`src/rtl/mips_ext_pkg.sv`:
```
// mips_ext_pkg
//   Shared types and helpers for the load-extend datapath.
//   ext_size_e : access size code carried on in_size (BYTE/HALF/WORD/DWORD).
//   size_bytes : number of bytes an access of a given size covers.
package mips_ext_pkg;

  typedef enum logic [1:0] {
    SZ_BYTE  = 2'd0,
    SZ_HALF  = 2'd1,
    SZ_WORD  = 2'd2,
    SZ_DWORD = 2'd3
  } ext_size_e;

  // Bytes covered by one access of the given size (1/2/4/8).
  function automatic int unsigned size_bytes(input ext_size_e sz);
    int unsigned n;
    case (sz)
      SZ_BYTE:  n = 1;
      SZ_HALF:  n = 2;
      SZ_WORD:  n = 4;
      default:  n = 8;
    endcase
    return n;
  endfunction

endpackage

```
`src/rtl/ext_lane_select.sv`:
```
// ext_lane_select
//   Combinational lane picker and extender. Selects the addressed
//   byte/half/word/dword from a raw memory word and sign- or zero-extends
//   it to DATA_W.
//   Ports:
//     data      in   DATA_W  raw memory word
//     offset    in   OFF_W   byte offset inside the word
//     size      in   2       ext_size_e access size
//     is_signed in   1       1 = sign-extend, 0 = zero-extend
//     ext       out  DATA_W  extended result (0 whenever err is set)
//     err       out  1       illegal access
//   Configuration macro: LOAD_EXTEND_MISALIGN_TRAP_EN
//     defined   -> misaligned offsets raise err instead of being aligned.
//     undefined -> misaligned offsets are silently forced to natural alignment.
module ext_lane_select
  import mips_ext_pkg::*;
#(
  parameter int DATA_W     = 32,
  parameter int BIG_ENDIAN = 0,
  localparam int NBYTES    = DATA_W / 8,
  localparam int OFF_W     = $clog2(NBYTES)
) (
  input  logic [DATA_W-1:0] data,
  input  logic [OFF_W-1:0]  offset,
  input  logic [1:0]        size,
  input  logic              is_signed,
  output logic [DATA_W-1:0] ext,
  output logic              err
);

  localparam logic [DATA_W-1:0] ONES = '1;

  ext_size_e         sz;
  int unsigned       wbytes;
  logic [3:0]        wmask;
  logic [3:0]        offset_ext;
  logic              misaligned;
  logic              illegal;
  logic [OFF_W-1:0]  eff_off;
  int                start_i;
  logic [OFF_W-1:0]  start;
  logic [DATA_W-1:0] shifted;
  logic [DATA_W-1:0] mask;
  logic [DATA_W-1:0] field;
  logic              sign;

  assign sz = ext_size_e'(size);

  // Lane selection and extension. The field is shifted down to bit 0 and
  // masked to W bits; the field MSB is the top set bit of that mask. A
  // full-width field leaves ~mask empty, so is_signed has no effect there.
  always_comb begin
    wbytes     = size_bytes(sz);
    wmask      = 4'(wbytes - 1);
    offset_ext = 4'(offset);
    misaligned = |(offset_ext & wmask);
    illegal    = (sz == SZ_DWORD) && (DATA_W == 32);
    eff_off    = offset & ~wmask[OFF_W-1:0];

    // Big-endian lanes count from the top of the word.
    if (BIG_ENDIAN != 0) begin
      start_i = NBYTES - int'(wbytes) - int'(eff_off);
    end else begin
      start_i = int'(eff_off);
    end
    if (illegal || (start_i < 0)) begin
      start_i = 0;
    end
    start = OFF_W'(start_i);

    shifted = data >> {start, 3'b000};
    mask    = ~(ONES << (8 * wbytes));
    field   = shifted & mask;
    sign    = is_signed && (|(field & ~(mask >> 1)));
    ext     = field | (sign ? ~mask : '0);

`ifdef LOAD_EXTEND_MISALIGN_TRAP_EN
    err = illegal || misaligned;
`else
    err = illegal;
`endif

    if (err) begin
      ext = '0;
    end
  end

endmodule

```
`src/rtl/load_extend_unit.sv`:
```
// load_extend_unit
//   Registered load-data extractor/extender between the data-memory read
//   port and register-file writeback. One valid/ready register slice with
//   one cycle latency and full throughput; a destination tag rides along.
//   Ports:
//     clk        in   1       rising-edge clock
//     reset      in   1       synchronous active-high reset
//     in_valid   in   1       input transfer valid
//     in_ready   out  1       unit can accept input this cycle
//     in_data    in   DATA_W  raw memory word
//     in_offset  in   OFF_W   byte offset within the word
//     in_size    in   2       ext_size_e access size
//     in_signed  in   1       1 = sign-extend, 0 = zero-extend
//     in_tag     in   TAG_W   pass-through tag
//     out_valid  out  1       output register holds a result
//     out_ready  in   1       consumer accepts the output this cycle
//     out_data   out  DATA_W  extended result
//     out_tag    out  TAG_W   tag of the result
//     out_err    out  1       access error
//   Configuration macro: LOAD_EXTEND_MISALIGN_TRAP_EN (see ext_lane_select).
module load_extend_unit
  import mips_ext_pkg::*;
#(
  parameter int DATA_W     = 32,
  parameter int TAG_W      = 5,
  parameter int BIG_ENDIAN = 0,
  localparam int NBYTES    = DATA_W / 8,
  localparam int OFF_W     = $clog2(NBYTES)
) (
  input  logic              clk,
  input  logic              reset,
  input  logic              in_valid,
  output logic              in_ready,
  input  logic [DATA_W-1:0] in_data,
  input  logic [OFF_W-1:0]  in_offset,
  input  logic [1:0]        in_size,
  input  logic              in_signed,
  input  logic [TAG_W-1:0]  in_tag,
  output logic              out_valid,
  input  logic              out_ready,
  output logic [DATA_W-1:0] out_data,
  output logic [TAG_W-1:0]  out_tag,
  output logic              out_err
);

  logic [DATA_W-1:0] lane_ext;
  logic              lane_err;
  logic              accept;

  ext_lane_select #(
    .DATA_W     (DATA_W),
    .BIG_ENDIAN (BIG_ENDIAN)
  ) u_lane (
    .data      (in_data),
    .offset    (in_offset),
    .size      (in_size),
    .is_signed (in_signed),
    .ext       (lane_ext),
    .err       (lane_err)
  );

  // The slice can take a new item when empty or when the held one drains
  // this same cycle.
  assign in_ready = !out_valid || out_ready;
  assign accept   = in_valid && in_ready;

  // Output register slice. Payload only changes on accept, so a stalled or
  // drained result stays stable on out_data/out_tag/out_err.
  always_ff @(posedge clk) begin
    if (reset) begin
      out_valid <= 1'b0;
      out_data  <= '0;
      out_tag   <= '0;
      out_err   <= 1'b0;
    end else if (accept) begin
      out_valid <= 1'b1;
      out_data  <= lane_ext;
      out_tag   <= in_tag;
      out_err   <= lane_err;
    end else if (out_ready) begin
      out_valid <= 1'b0;
    end
  end

endmodule

```
`config.mk`:
```
export PLATFORM = sky130hd
export DESIGN_NAME = load_extend_unit
export DESIGN_NICKNAME = d
export VERILOG_FILES = /design/src/rtl/mips_ext_pkg.sv /design/src/rtl/ext_lane_select.sv /design/src/rtl/load_extend_unit.sv
export SDC_FILE = /design/constraint.sdc
export NUM_CORES = 1
export LEC_CHECK = 0
export ABC_AREA = 1
export ABC_CLOCK_PERIOD_IN_PS = 1900
export BUFFER_PORTS_ARGS = -buffer_cell sky130_fd_sc_hd__buf_4
export CORE_MARGIN = 2
export CORE_UTILIZATION = 38
export DETAILED_ROUTE_END_ITERATION = 16
export HOLD_SLACK_MARGIN = 0.06
export PLACE_DENSITY = 0.69
export SLEW_MARGIN = 20
export SYNTH_ARGS = -nofsm -noshare
export SYNTH_HDL_FRONTEND = slang
export SYNTH_SLANG_ARGS = --single-unit
```
`constraint.sdc`:
```
create_clock -name clk -period 1.9 [get_ports clk]
set_clock_uncertainty 0.05 [all_clocks]
set_input_delay 0.095 -clock clk [delete_from_list [all_inputs] [get_ports clk]]
set_output_delay 0.095 -clock clk [all_outputs]
set_load 0.01 [all_outputs]
```
==> results of run 1 <==
[cell type report]
type                    count  area [µm²]  share of cell area [%]
clock buffers               5        68.8                    2.32
clock inverters             3        15.0                   0.506
inverters                  33         129                    4.35
multi-input cells         234        1150                    38.6
flip-flops and latches     39         781                    26.3
well taps                  72        90.1                    3.04
repair buffers             96         736                    24.8
[cell families after synthesis]
logic type             share of synthesized area [%]
buffers and inverters                           10.8
AND/OR/NAND/NOR                                 33.5
flip-flops                                      36.2
AO/OA/AOI/OAI                                   19.5
[cell usage in the layout (no fill, tap or decap), types with 5 or more instances in the layout]
master | synthesis | layout
buf_4 | 0 | 90
nand2_1 | 116 | 115
a21oi_1 | 40 | 40
nand3_1 | 20 | 20
dlygate4sd3_1 | 0 | 6
nor2_1 | 6 | 6
clkbuf_8 | 0 | 5
o211ai_1 | 11 | 11
nand2_2 | 14 | 15
dfxtp_1 | 39 | 39
o21ai_0 | 7 | 7
a21oi_2 | 10 | 10
inv_1 | 30 | 30
[critical path: cells and delay by family]
kind / cells / cell delay, ns
AO/OA/AOI/OAI: 1 / 0.06
AND/OR/NAND/NOR: 5 / 0.49
buffers and inverters: 7 / 1.10
[per-stage QoR]
stage | power, mW | setup slack [ns] | util, % | hold slack, ns
floorplan | 1.20 | 0.473 | - | 0.190
global placement | 1.41 | 0.242 | 51.2 | 0.297
detailed placement | 1.41 | 0.187 | 51.2 | 0.306
CTS | 1.95 | 0.105 | 53.8 | 0.166
global route | 2.05 | 0.0964 | 53.9 | 0.179
finish | 1.94 | 0.252 | 53.9 | 0.166
[state kept, by name, summed over array words and instances (netlist names)]
| name | cells |
|---|---|
| out_data | 32 |
| out_valid | 1 |
| out_err | 1 |
| out_tag | 5 |
[routing by layer]
layer | vias up | track usage, %
met3 | 10 | 3.98
met1 | 1032 | 25.4
met2 | 72 | 33.4
met5 | - | 0
li1 | 1204 | -
met4 | 0 | 5.17
[worst paths after layout]
| kind | from | to | slack, ns |
|---|---|---|---|
| worst max-delay path | out_ready | out_data[8] | 0.25 |
| worst min-delay path | in_data[12] | out_data[4] | 0.17 |
| worst max register to register | out_valid | out_data[8] | 0.41 |
| worst min register to register | out_data[14] | out_data[14] | 0.42 |
[timing repair]
action                                  in CTS  in global routing
hold buffers                                 6                  0
endpoints found under the setup margin       0                  3
resized for setup                            0                  1
buffers inserted                             0                  0
hold endpoints to repair                     6                  0
[where the power goes]
group | leakage (nW) | internal, mW | switching, mW
Sequential | 0.320 | 0.869 | 0.0277
Clock | 0.0477 | 0.251 | 0.287
Combinational | 1.07 | 0.230 | 0.276
Total | 1.44 | 1.35 | 0.590
==> impl_metrics.tcl, run 1 <==
set metrics [dict create \
    routedWlPerCell_um 12.8 \
    synth-edff-count 0 \
    cp_slowest_cell "dlygate4sd3_1" \
    ys_ff_latch 39 \
    first_iter_violations 169 \
    drv_cap 0 \
    wl_met2_um 2990 \
    dr_total_vias 2318 \
    powerDensity_nw_per_um2 654 \
    gp_congestion 0.844 \
    yosysSeqAreaShare_pct 36.2 \
    tightest_slew_ns 0.450 \
    ys.warnings.count 0 \
    grt_use_total_pct 19.7 \
    synth_area_um2 2160 \
    dieArea_um2 6290 \
    yosys-top-cells-area "dfxtp_1 (36%), nand2_1 (20%), a21oi_1 (9.3%)" \
    wl_met1_um 2780 \
    stdcell_area_um2 2970 \
    worstSetupPathType "in -> reg" \
    htree_levels 2 \
    overflow 0 \
    grt_pass1_vias 2114 \
    drt_wl_total_um 6170 \
    grt_setup_unrepaired "no" \
    drive_gt1_share_pct 32.2 \
    n_fill_cell 592 \
    die_w_um 79.3 \
    hold_depth 5 \
    hpwlAfterDp_um 4610 \
    cts_tree "built" \
    fmax_mhz 607 \
    yosysUniqueCellTypes 22 \
    grt_max_degree 40 \
    synth_common_cells "nand2_1 (116), a21oi_1 (40), dfxtp_1 (39)" \
    place_area_um2 2820 \
    final_antenna_net_count 0 \
    pin_count 86 \
    crit_fanout 13 \
    layout.nets 455 \
    crit_chain "dlygate4sd3_1 -> buf_4 -> inv_1 -> nand2_1 -> nand2_1 -> inv_1 -> nand2_2 -> inv_1 -> buf_4 -> nand2_1 -> inv_1 -> nand2_1 -> a21oi_1" \
    crit_path_start_kind "input pin" \
    die_h_um 79.3 \
    syn_avg_cell_area_um2 6.64 \
    cts_made_buffers 5 \
    drv_slew 0 \
    grt_pass1_wl_um 9900 \
    dpl.cell_count 468 \
    report.final.setup_viol 0 \
    antenna_found_initial 0 \
    syn_to_final_growth_pct 37.5 \
    ys_async_sr_fraction_pct 0 \
    rows 27 \
    fin_tns_setup_ns 0 \
    top_layer "met4" \
    io_buffers 85 \
    cp.arrival_ns 1.76 \
    synthCells 325 \
    crit_required_ns 2.01 \
    critPathMaxStageDelay_ns 0.54 \
    clockRootBuffer "clkbuf_8" \
    cts.clk_slew.worst_paths_ns 0.07 \
    p_leak_nw 1.44 \
    start_util_pct 39.2 \
    ir_worst_vdd_v 0.000340 \
    core_area_um2 5510 \
    cts_buffer_depth 2 \
    ys.flop_type "dfxtp_1" \
    synth_top_area_share_pct 36.2 \
    cts_sinks 39 \
    drc 0 \
    cp-end-kind "flop" \
    antennaDiodeCount 0 \
    fin_crit_sh_pct 86.8 \
    final_cells 482 \
    viasPerCell 4.81 \
    dr.pass1.iters 4 \
    ff2ff_path_depth 10 \
    finalHoldViolations 0 \
    yosys.cell_count.top_type "nand2_1" \
    synth_fp_nets 371 \
    status "finished clean" \
    post-route-min-period_ns 1.65 \
    clk_latency_ns 0.29 \
    dr_wl_met3_um 333 \
    yosys.area.top_type "dfxtp_1" \
    hold_class "in -> reg" \
    timing.slew.headroom_pct 70.0 \
]
Note: power is estimated with default switching activity, not from simulation.
==> run 2: changes to the inputs <==
Settings changed: CORE_ASPECT_RATIO set to 1.4, GPL_ROUTABILITY_DRIVEN set to 0.
==> run 2 against run 1 <==
Against the previous run: clock power grew 28%; power grew 7.7%; combinational power hardly changed; largest cell class unchanged; final cell count is 1.0% lower; worst setup slack worse by 0.052 ns.
==> impl_metrics.tcl, run 2 (synthesized netlist as in run 1, its figures left out) <==
set metrics [dict create \
    routedWlPerCell_um 13.0 \
    met3_usage_pct 3.25 \
    fmax_mhz 588 \
    antenna_found_initial 0 \
    dieArea_um2 6300 \
    final_antenna_net_count 0 \
    io_buffers 85 \
    rows 32 \
    crit_fanout 23 \
    cp.arrival_ns 1.88 \
    cts_resized 0 \
    post-place-ws_ns 0.292 \
    grt_pass1_wl_um 9740 \
    largest_register "out_data" \
    final_cell_mix "nand2_1 (116), buf_4 (89), a21oi_1 (40)" \
    fin_crit_sh_pct 89.5 \
    post-route-min-period_ns 1.70 \
    postLayoutSetupSlackWorst_ns 0.200 \
    layout.nets 454 \
    start_util_pct 39.3 \
    cts_made_buffers 5 \
    clk_latency_ns 0.29 \
    grt_setup_unrepaired "no" \
    overflow 0 \
    stdcell_area_um2 2980 \
    cp-end-kind "flop" \
    hold_class "in -> reg" \
    core_area_um2 5490 \
    grt_max_degree 40 \
    drc 0 \
    fin_tns_setup_ns 0 \
    cts_tree "built" \
    worstSetupPathType "in -> reg" \
    viasPerCell 4.90 \
    grt_most_used_layer "met2" \
    reg.largest.list "out_data: 32 flops, out_tag: 5 flops" \
    drive_gt1_share_pct 31.8 \
    cts_sinks 39 \
    grt_use_met2_pct 33.3 \
    drt_wl_total_um 6220 \
    final_common_cell "nand2_1" \
    htree_levels 2 \
    hpwlAfterDp_um 4560 \
    place_area_um2 2810 \
    report.final.setup_viol 0 \
    cts.clk_slew.worst_paths_ns 0.08 \
    dr_total_vias 2335 \
    powerDensity_nw_per_um2 701 \
    tightest_slew_ns 0.467 \
    die_h_um 93.1 \
    status "finished clean" \
    die_w_um 67.7 \
    dr.pass1.iters 4 \
    p_leak_nw 1.45 \
    crit_path_start_kind "input pin" \
    finalHoldViolations 0 \
    drv_cap 0 \
    finalPower_mw 2.09 \
    ff2ff_path_depth 10 \
    crit_required_ns 2.08 \
    met1_usage_pct 25.6 \
    largest_reg_flops 32 \
    post-route-util_pct 54.3 \
    drv_slew 0 \
    hold_depth 5 \
    clockRootBuffer "clkbuf_8" \
    timing.slew.headroom_pct 68.8 \
    syn_to_final_growth_pct 38.1 \
    cts_buffer_depth 2 \
    antennaDiodeCount 0 \
    ir_worst_vdd_v 0.000322 \
    first_iter_violations 116 \
    grt_pass1_vias 2109 \
    pin_count 86 \
    grt_use_total_pct 20.4 \
]
## run 2: final timing paths
kind                                   start      endpoint  slack, ns
worst min register to register  out_data[20]  out_data[20]       0.42
worst max register to register     out_valid  out_data[10]       0.34
worst min-delay path              in_data[3]   out_data[3]       0.15
worst max-delay path               out_ready  out_data[10]       0.20
## run 2: critical path, stage by stage
cell and delay, ns:
dlygate4sd3_1 0.54, buf_4 0.11, inv_1 0.03, nand2_1 0.08, nand2_1 0.07, inv_1 0.20
nand2_1 0.11, inv_1 0.06, buf_4 0.26, nand2_1 0.11, inv_1 0.06, nand2_1 0.05
a21oi_1 0.12
## run 2: through the flow
step / std cells / hold slack, ns
after detailed placement: 463 / 0.305
after CTS: 477 / 0.142
after global placement: 463 / 0.300
final: 477 / 0.146
after global routing: 477 / 0.183
after floorplan: 325 / 0.190
## run 2: layer usage
metal / wire length [µm] / vias to the layer above
li1: - / 1204
met1: 2520 / 1034
met2: 3190 / 83
met3: 339 / 14
met4: 177 / 0
met5: 0 / -
## run 2: report_power, final
part           leakage (nW)  total, mW  internal (mW)  switching [mW]
clock                0.0581      0.689          0.391           0.298
sequential            0.320      0.895          0.869          0.0267
combinational          1.07      0.505          0.228           0.277
## run 2: layout make-up
class / instances / area, µm²
clock inverter: 3 / 43.8
clock buffer: 5 / 68.8
multi-input combinational: 234 / 1140
fill: 565 / 2510
sequential: 39 / 781
tap: 68 / 85.1
timing repair buffer: 95 / 728
inverter: 33 / 129
## run 2: what timing repair did
item | 4_1_cts | 5_1_grt
hold buffers | 6 | 0
buffers inserted | 0 | 0
hold endpoints to repair | 6 | 0
